[src/rtl/gemm_host_dma.sv]
// gemm_host_dma: host-side data mover for the GEMM accelerator.
// Loads A then B from an element stream into their SRAMs, starts the
// accelerator, waits for done, then streams C out through a 2-entry FIFO.
// Optional feature: define GEMM_HOST_DMA_WDOG_EN to abort jobs whose WAIT
// phase exceeds WdogCycles cycles.
//
// state   | meaning
// --------+-------------------------------------------------------------
// IDLE    | ready for a command; bad commands pulse cmd_err_o
// LOAD_A  | write M*K stream elements into SRAM A
// LOAD_B  | write K*N stream elements into SRAM B
// START   | one-cycle accelerator start pulse, SRAMs handed over
// WAIT    | accelerator running, waiting for acc_done_i
// DRAIN   | read M*N words of SRAM C and stream them out
module gemm_host_dma #(
    parameter int InDataWidth   = 8,
    parameter int OutDataWidth  = 32,
    parameter int DataDepth     = 4096,
    parameter int AddrWidth     = $clog2(DataDepth),
    parameter int SizeAddrWidth = 8,
    parameter int WdogCycles    = 65536
) (
    input  logic                     clk_i,
    input  logic                     rst_ni,
    input  logic                     cmd_valid_i,
    output logic                     cmd_ready_o,
    input  logic [SizeAddrWidth-1:0] cmd_m_i,
    input  logic [SizeAddrWidth-1:0] cmd_k_i,
    input  logic [SizeAddrWidth-1:0] cmd_n_i,
    input  logic                     in_valid_i,
    output logic                     in_ready_o,
    input  logic [InDataWidth-1:0]   in_data_i,
    output logic [AddrWidth-1:0]     sram_a_addr_o,
    output logic                     sram_a_we_o,
    output logic [InDataWidth-1:0]   sram_a_wdata_o,
    output logic [AddrWidth-1:0]     sram_b_addr_o,
    output logic                     sram_b_we_o,
    output logic [InDataWidth-1:0]   sram_b_wdata_o,
    output logic [AddrWidth-1:0]     sram_c_addr_o,
    input  logic [OutDataWidth-1:0]  sram_c_rdata_i,
    output logic                     acc_start_o,
    output logic [SizeAddrWidth-1:0] acc_m_o,
    output logic [SizeAddrWidth-1:0] acc_k_o,
    output logic [SizeAddrWidth-1:0] acc_n_o,
    input  logic                     acc_done_i,
    output logic                     mem_owner_o,
    output logic                     out_valid_o,
    input  logic                     out_ready_i,
    output logic [OutDataWidth-1:0]  out_data_o,
    output logic                     out_last_o,
    output logic                     cmd_err_o,
    output logic                     busy_o
);

    localparam int ProdWidth = 2 * SizeAddrWidth;
    localparam logic [ProdWidth-1:0] DepthP = ProdWidth'(DataDepth);

    typedef enum logic [2:0] {
        S_IDLE, S_LOAD_A, S_LOAD_B, S_START, S_WAIT, S_DRAIN
    } state_t;

    state_t                   state_q, state_d;
    logic [SizeAddrWidth-1:0] m_q, k_q, n_q;
    logic [ProdWidth-1:0]     idx_q, out_idx_q;
    logic                     rd_pend_q, err_q;
    logic [OutDataWidth-1:0]  fifo_q [2];
    logic                     wr_ptr_q, rd_ptr_q;
    logic [1:0]               fifo_cnt_q;

    logic [ProdWidth-1:0] cmd_mk, cmd_kn, cmd_mn, prod_mk, prod_kn, prod_mn;
    logic cmd_bad, cmd_fire, in_fire, pop, rd_issue, last_out;
    logic reject, wdog_expire;
    logic [1:0] fifo_free;

    assign cmd_mk  = ProdWidth'(cmd_m_i) * ProdWidth'(cmd_k_i);
    assign cmd_kn  = ProdWidth'(cmd_k_i) * ProdWidth'(cmd_n_i);
    assign cmd_mn  = ProdWidth'(cmd_m_i) * ProdWidth'(cmd_n_i);
    assign prod_mk = ProdWidth'(m_q) * ProdWidth'(k_q);
    assign prod_kn = ProdWidth'(k_q) * ProdWidth'(n_q);
    assign prod_mn = ProdWidth'(m_q) * ProdWidth'(n_q);

    assign cmd_bad = (cmd_m_i == '0) || (cmd_k_i == '0) || (cmd_n_i == '0) ||
                     (cmd_mk > DepthP) || (cmd_kn > DepthP) || (cmd_mn > DepthP);

    assign cmd_ready_o = (state_q == S_IDLE);
    assign in_ready_o  = (state_q == S_LOAD_A) || (state_q == S_LOAD_B);
    assign cmd_fire    = cmd_valid_i && cmd_ready_o;
    assign in_fire     = in_valid_i && in_ready_o;

    assign sram_a_addr_o  = idx_q[AddrWidth-1:0];
    assign sram_b_addr_o  = idx_q[AddrWidth-1:0];
    assign sram_c_addr_o  = idx_q[AddrWidth-1:0];
    assign sram_a_we_o    = in_valid_i && (state_q == S_LOAD_A);
    assign sram_b_we_o    = in_valid_i && (state_q == S_LOAD_B);
    assign sram_a_wdata_o = in_data_i;
    assign sram_b_wdata_o = in_data_i;

    assign acc_start_o = (state_q == S_START);
    assign acc_m_o     = m_q;
    assign acc_k_o     = k_q;
    assign acc_n_o     = n_q;
    assign mem_owner_o = (state_q != S_START) && (state_q != S_WAIT);
    assign busy_o      = (state_q != S_IDLE);
    assign cmd_err_o   = err_q;

    // Output FIFO head; a slot freed by this cycle's pop counts as free so
    // the read pipeline sustains one word per cycle.
    assign out_valid_o = (fifo_cnt_q != 2'd0);
    assign out_data_o  = fifo_q[rd_ptr_q];
    assign last_out    = (out_idx_q == prod_mn - 1'b1);
    assign out_last_o  = out_valid_o && last_out;
    assign pop         = out_valid_o && out_ready_i;
    assign fifo_free   = 2'd2 - fifo_cnt_q + {1'b0, pop};
    assign rd_issue    = (state_q == S_DRAIN) && (idx_q < prod_mn) &&
                         (fifo_free > {1'b0, rd_pend_q});

`ifdef GEMM_HOST_DMA_WDOG_EN
    localparam int WdogWidth = $clog2(WdogCycles + 1);
    logic [WdogWidth-1:0] wdog_q;

    // Watchdog down-counter, loaded in START so it is fresh on WAIT entry.
    always_ff @(posedge clk_i or negedge rst_ni) begin
        if (!rst_ni)                                wdog_q <= '0;
        else if (state_q == S_START)                wdog_q <= WdogWidth'(WdogCycles - 1);
        else if (state_q == S_WAIT && wdog_q != '0) wdog_q <= wdog_q - 1'b1;
    end
`endif

    // Next-state logic and reject / abort detection.
    always_comb begin
        state_d     = state_q;
        reject      = 1'b0;
        wdog_expire = 1'b0;
        case (state_q)
            S_IDLE: if (cmd_fire) begin
                if (cmd_bad) reject  = 1'b1;
                else         state_d = S_LOAD_A;
            end
            S_LOAD_A: if (in_fire && idx_q == prod_mk - 1'b1) state_d = S_LOAD_B;
            S_LOAD_B: if (in_fire && idx_q == prod_kn - 1'b1) state_d = S_START;
            S_START:  state_d = S_WAIT;
            S_WAIT: begin
                if (acc_done_i) state_d = S_DRAIN;
`ifdef GEMM_HOST_DMA_WDOG_EN
                else if (wdog_q == '0) begin
                    state_d     = S_IDLE;
                    wdog_expire = 1'b1;
                end
`endif
            end
            S_DRAIN:  if (pop && last_out) state_d = S_IDLE;
            default:  state_d = S_IDLE;
        endcase
    end

    // State register.
    always_ff @(posedge clk_i or negedge rst_ni) begin
        if (!rst_ni) state_q <= S_IDLE;
        else         state_q <= state_d;
    end

    // Job sizes, address counter (restarts on every state change) and error pulse.
    always_ff @(posedge clk_i or negedge rst_ni) begin
        if (!rst_ni) begin
            m_q <= '0; k_q <= '0; n_q <= '0;
            idx_q <= '0; out_idx_q <= '0; rd_pend_q <= 1'b0; err_q <= 1'b0;
        end else begin
            if (cmd_fire && !cmd_bad) begin
                m_q <= cmd_m_i; k_q <= cmd_k_i; n_q <= cmd_n_i;
            end
            if (state_d != state_q)     idx_q <= '0;
            else if (in_fire || rd_issue) idx_q <= idx_q + 1'b1;
            if (state_q != S_DRAIN) out_idx_q <= '0;
            else if (pop)           out_idx_q <= out_idx_q + 1'b1;
            rd_pend_q <= rd_issue;
            err_q     <= reject || wdog_expire;
        end
    end

    // Output FIFO: SRAM C data lands one cycle after its read was issued.
    always_ff @(posedge clk_i or negedge rst_ni) begin
        if (!rst_ni) begin
            fifo_q[0] <= '0; fifo_q[1] <= '0;
            wr_ptr_q <= 1'b0; rd_ptr_q <= 1'b0; fifo_cnt_q <= 2'd0;
        end else begin
            if (rd_pend_q) begin
                fifo_q[wr_ptr_q] <= sram_c_rdata_i;
                wr_ptr_q         <= ~wr_ptr_q;
            end
            if (pop) rd_ptr_q <= ~rd_ptr_q;
            fifo_cnt_q <= fifo_cnt_q + {1'b0, rd_pend_q} - {1'b0, pop};
        end
    end

endmodule

[config.mk]
export PLATFORM = sky130hd
export DESIGN_NAME = gemm_host_dma
export DESIGN_NICKNAME = d
export VERILOG_FILES = /design/src/rtl/gemm_host_dma.sv
export SDC_FILE = /design/constraint.sdc
export NUM_CORES = 1
export LEC_CHECK = 0
export CAP_MARGIN = 20
export CORE_UTILIZATION = 55
export DETAILED_ROUTE_END_ITERATION = 8
export GPL_TIMING_DRIVEN = 0
export PLACE_DENSITY = 0.87
export SYNTH_ARGS = -nofsm -noshare
export SYNTH_HDL_FRONTEND = slang
export SYNTH_SLANG_ARGS = --single-unit
[constraint.sdc]
create_clock -name clk_i -period 11.4 [get_ports clk_i]
set_input_delay 1.71 -clock clk_i [delete_from_list [all_inputs] [get_ports clk_i]]
set_output_delay 1.71 -clock clk_i [all_outputs]
set_load 0.01 [all_outputs]
# ---- After elaboration in Yosys (flattened, before gate mapping)
# Index checks and enable logic that the tools add are counted.
dict set report totals {
  ff_bits 129
  inputBits 70
  out_inout_bits 118
  wordCells 102
}
dict set report op_classes {
  n_addsub 9
  multipliers 6
  n_lt_le_gt_ge 8
  eq_ne 12
  n_mux 20
  n_bitwise 4
  n_reduce_logical 30
}
# cell count
set ops {}
lappend ops {{$mux 32} 4}
lappend ops {{$mul 8x8->16} 6}
lappend ops {{$bwmux 64} 1}
lappend ops {{$mux 16} 4}
lappend ops {{$eq 16x16->1} 3}
lappend ops {{$gt 16x13->1 const B} 3}
lappend ops {{$sub 16x1->16 const B} 3}
lappend ops {{$add 16x1->16 const B} 2}
lappend ops {{$demux 32 s1} 1}
lappend ops {{$logic_not 8->1} 3}
lappend ops {{$mux 3} 6}
lappend ops {{$pmux 3 s6} 1}
lappend ops {{$lt 16x16->1} 1}
lappend ops {{$logic_and 1x1->1} 14}
lappend ops {{$logic_or 1x1->1} 7}
lappend ops {{$eq 3x2->1 const B} 2}
lappend ops {{$eq 3x3->1 const B} 2}
lappend ops {{$ne 3x3->1 const B} 2}
lappend ops {{$reduce_bool 2->1} 3}
lappend ops {{$add 2x1->2} 2}
lappend ops {{$ge 2x2->1 const B} 2}
lappend ops {{$not 1->2} 2}
lappend ops {{$eq 3x1->1 const B} 1}
lappend ops {{$logic_not 3->1} 1}
lappend ops {{other kinds (10)} 13}

# ---- Longest topological paths before layout
dict set report logic_depth {
  word_depth 11
  depth_mapped 27
  mapped_depth_nobuf 25
}

# ---- Least setup slack after synthesis
# Ideal clock, no wire load.
dict set report synth_path {
  kind {input port to flip-flop}
  start {in cmd_m_i[5]}
  end {reg k_q[5] (netlist: acc_k_o[5])}
  setup_time_ns 0.128
  t_arrival_ns 7.054
  required_time_ns 11.272
  slack_ns 4.218
  stages 22
  path_buffers 3
  cell_sequence {clkbuf_1 clkbuf_1 nand2_1 fa_1 fa_1 inv_1 fa_1 inv_1 fa_1 inv_1 ha_1 o21a_1 o31a_1 o21ai_1 xnor2_1 or3_1 o31a_1 nor4_1 nand4_1 nor2_4 buf_6 mux2_1}
}
dict set report synth_via {
  elab_chain_cells 8
  elab_cells_between_ends 12
  cone_classes {mul (2); order compare (2); reduce/logical (8)}
}
# element line_no
set synth_rtl {}
lappend synth_rtl {{start, declared} 27} ;# input logic [SizeAddrWidth-1:0] cmd_m_i,
lappend synth_rtl {{branches (longest 5 deep; another with $mul 8x8->16)} n/a}
lappend synth_rtl {{$logic_or 1x1->1 *} 83} ;# (cmd_mk > DepthP) || (cmd_kn > DepthP) || (cmd_mn > DepthP);
lappend synth_rtl {{$logic_not 1->1 *} 168} ;# if (cmd_fire && !cmd_bad) begin
lappend synth_rtl {{$logic_and 1x1->1 *} 168}
lappend synth_rtl {{end signal, assigned} 169} ;# m_q <= cmd_m_i; k_q <= cmd_k_i; n_q <= cmd_n_i;
lappend synth_rtl {{end, declared} 63} ;# logic [SizeAddrWidth-1:0] m_q, k_q, n_q;
# Every way passes the cells marked *.
# A chain may end at the register's enable or synchronous reset.

# ---- Final worst setup path
dict set report layout_path {
  start {reg n_q[2] (netlist: acc_n_o[2])}
  end {out out_last_o}
}
dict set report layout_via {
  elab_chain_cells 4
}
# element line_no
set layout_rtl {}
lappend layout_rtl {{start, declared} 63}
lappend layout_rtl {{start signal, assigned} 169}
lappend layout_rtl {{$mul 8x8->16} 80} ;# assign prod_mn = ProdWidth'(m_q) * ProdWidth'(n_q);
lappend layout_rtl {{$sub 16x1->16} 110} ;# assign last_out = (out_idx_q == prod_mn - 1'b1);
lappend layout_rtl {{$eq 16x16->1} 110}
lappend layout_rtl {{$logic_and 1x1->1} 111} ;# assign out_last_o = out_valid_o && last_out;
lappend layout_rtl {{end, declared} 50} ;# output logic out_last_o,
# Every way passes these cells.

==> flow_summary.toml <==
[run_status]
status = "complete, no violations"

[yosys]
netlist-cell-type-count = 82
syn-num-nets = 2848
ys.flop_type = "dfrtp_1"
netlist.area_leader.share = 0.2142
yosys.area.top_type = "fa_1"
syn_avg_cell_area_um2 = 9.146
synth-edff-count = 0
syn_inst = 2309
synth_area_leaders = "fa_1, dfrtp_1, ha_1"
synth-async-reset-ratio = 1.000
ys_seq_area_frac = 0.1529
ys_ff_latch = 129
ys_warn_count = 0
synth_area_um2 = 21120

[floorplan]
rows = 71
boundaryPins = 188
core_area_um2 = 37760
die_h_um = 198.0
start_util = 0.5593
die_w_um = 198.0
die_area_um2 = 39180

[placement]
place_area_um2 = 23500
hpwl_um = 43680
dpl.cell_count = 2992
io_buffers = 171
gp_congestion = 0.9564

[global_routing]
met3_usage = 0.03560
grt_use_met1 = 0.3431
grt_pass1_wl_um = 89580
busiest_layer = "met2"
grt_antenna_before_repair = 0
grt_max_degree = 100
overflow = 0
grt_use_total = 0.2893
use_met2 = 0.5237
grt_pass1_vias = 18101

[drt]
vias = 17172
drtAntennaViolNets = 0
dr.pass1.iters = 6
via_per_inst = 5.679
postRouteWirelength_um = 54730
drc = 0
wl_per_cell_um = 18.10
dr.first_iter.drc_count = 1117

[setup_path]
crit_top_cell = "fa_1"
cp-end-kind = "output pin"
path_max_fanout = 10
critPathRequiredTime_ns = 9.69
critPathLaunchType = "flop"
cp_slowest_stage_delay_ns = 0.68
crit_chain = "clkbuf_1 -> nand2_1 -> fa_1 -> fa_1 -> fa_1 -> fa_1 -> inv_1 -> ha_1 -> buf_2 -> or3_1 -> nor4_1 -> nor3_1 -> a211oi_1 -> xnor2_1 -> or3_1 -> a21oi_1 -> nand3_1 -> nor2b_1 -> clkdlybuf4s50_1"
crit_slowest_cell = "dfrtp_1"
crit_arrival_ns = 6.97
worst-setup-path-type = "reg -> out"

[clock_tree]
root_buffer = "clkbuf_16"
ctsResizeCount = 0
cts_buffers = 17
hold_buffers = 0
clk_pin_slew_ns = 0.06
h-tree-depth = 4
cts_buffer_depth = 2
cts.sinks = 129
cts_setup_buffers = 0
cts_tree = "built"
clock_latency_ns = 0.42

[sta]
rsz0062_at_grt = "false"
maxSlewViolCount = 0
fin_tns_setup_ns = 0
timing.fmax_ghz = 0.1152
slew_headroom = 0.5311
finalCriticalPeriod_ns = 8.680
setup_viol = 0
tightest_slew_ns = 0.6856
hold_viol = 0
skew_ns = 0.01301
fin_crit_sh = 0.7614

[hold_path]
hold_class = "reg -> reg"

[cells_and_area]
finalCoreUtilization = 0.6371
area_growth_pct = 13.90
stdcell_count = 3024
design_area_um2 = 24050
final_nets = 3039
drive_gt1_frac = 0.09475

[power_and_ir_drop]
p_leak_nw = 11.32
fin_total_pwr_mw = 3.115
peakVddDrop_uv = 136.0
p_per_area_nw_per_um2 = 129.5

[flow_run]
maxCapViolations = 0
[worst paths after layout]
check / slack, ns / cells past startpoint / end / start
max in group asynchronous: 9.42 / 2 / fifo_q[60] / rst_ni
min in group asynchronous: 1.17 / 1 / idx_q[0] / rst_ni
worst min register to register: 0.50 / 1 / fifo_q[31] / fifo_q[31]
worst min-delay path: 0.50 / 1 / fifo_q[31] / fifo_q[31]
worst max-delay path: 2.72 / 19 / out_last_o / acc_n_o[2]
worst max register to register: 4.13 / 21 / idx_q[13] / acc_n_o[2]
[layout make-up]
class	instances	area, µm²
clock buffer	20	446.7
buffer	149	803.3
clock inverter	11	106.4
fill	3080	13700
inverter	348	1306
tap	511	639.4
sequential	129	3228
multi-input combinational	1683	15780
antenna	1	2.502
timing repair buffer	172	1740
[kinds of logic (layout without fill, tap and decap cells)]
logic type               count (synthesis)  in the layout  share of synthesized area
other                                    0              1                          0
buffers and inverters                  497            700                    0.09989
adder cells (fa/ha/maj)                469            469                     0.3582
flip-flops                             129            129                     0.1529
XOR/XNOR                               136            136                    0.05771
multiplexers                           128            128                    0.06778
AND/OR/NAND/NOR                        692            692                     0.1782
AO/OA/AOI/OAI                          258            258                    0.08538
[flip-flops by register name (all words and copies together), names as in the netlist]
signal and flops:
rd_ptr_q 1, state_q 3, cmd_err_o 1, fifo_q 64
rd_pend_q 1, acc_m_o 8, idx_q 16, acc_k_o 8
out_idx_q 16, wr_ptr_q 1, fifo_cnt_q 2, acc_n_o 8
[metal layers]
metal,wire length (µm),vias up
li1,-,7887
met1,21330,8543
met2,27970,600
met3,3036,142
met4,2397,0
met5,0,-
[cell usage in the layout (no fill, tap or decap), drive strengths merged, types with 90 or more instances in the layout]
cell type      instances
xnor2                 90
mux2                 120
dfrtp                129
fa                   226
ha                   243
clkdlybuf4s50        170
nand2                203
clkbuf                91
and2                 231
inv                  350
[cells in the mapped netlist (17+ instances only)]
library cell,count
nor2_1,62
o21ai_0,37
ha_1,243
nor4_1,22
nand3_1,30
nand4_1,20
and3_1,17
buf_4,53
nand2_1,203
and2_1,231
inv_1,348
a21o_1,21
dfrtp_1,129
nor3_1,28
mux2_2,103
a21oi_1,68
fa_1,226
xor2_1,44
mux2_1,17
clkbuf_1,71
o21a_1,19
xnor2_1,90
[critical path, delay by kind of cell (launching register included)]
family | cells | cell delay [ns]
xor+xnor | 1 | 0.12
buf+inv | 4 | 1.29
flops | 1 | 0.68
compound gates | 2 | 0.54
fa+ha+maj | 5 | 2.25
simple gates | 7 | 1.65
[report_power, final]
| group | switching [mW] | internal, mW | total (mW) | leakage, nW |
|---|---|---|---|---|
| combinational | 0.919 | 0.952 | 1.87 | 9.45 |
| clock | 0.221 | 0.306 | 0.527 | 0.263 |
| sequential | 0.109 | 0.607 | 0.716 | 1.61 |
| total | 1.25 | 1.87 | 3.11 | 11.3 |
[per-stage QoR]
step,hold WS [ns],worst slack [ns]
after floorplan,0.4633,4.218
after global placement,0.4805,2.936
after detailed placement,0.4873,2.806
after CTS,0.5009,2.861
after global routing,0.5211,2.533
final,0.5028,2.720
Note: power is estimated with default switching activity, not from simulation.
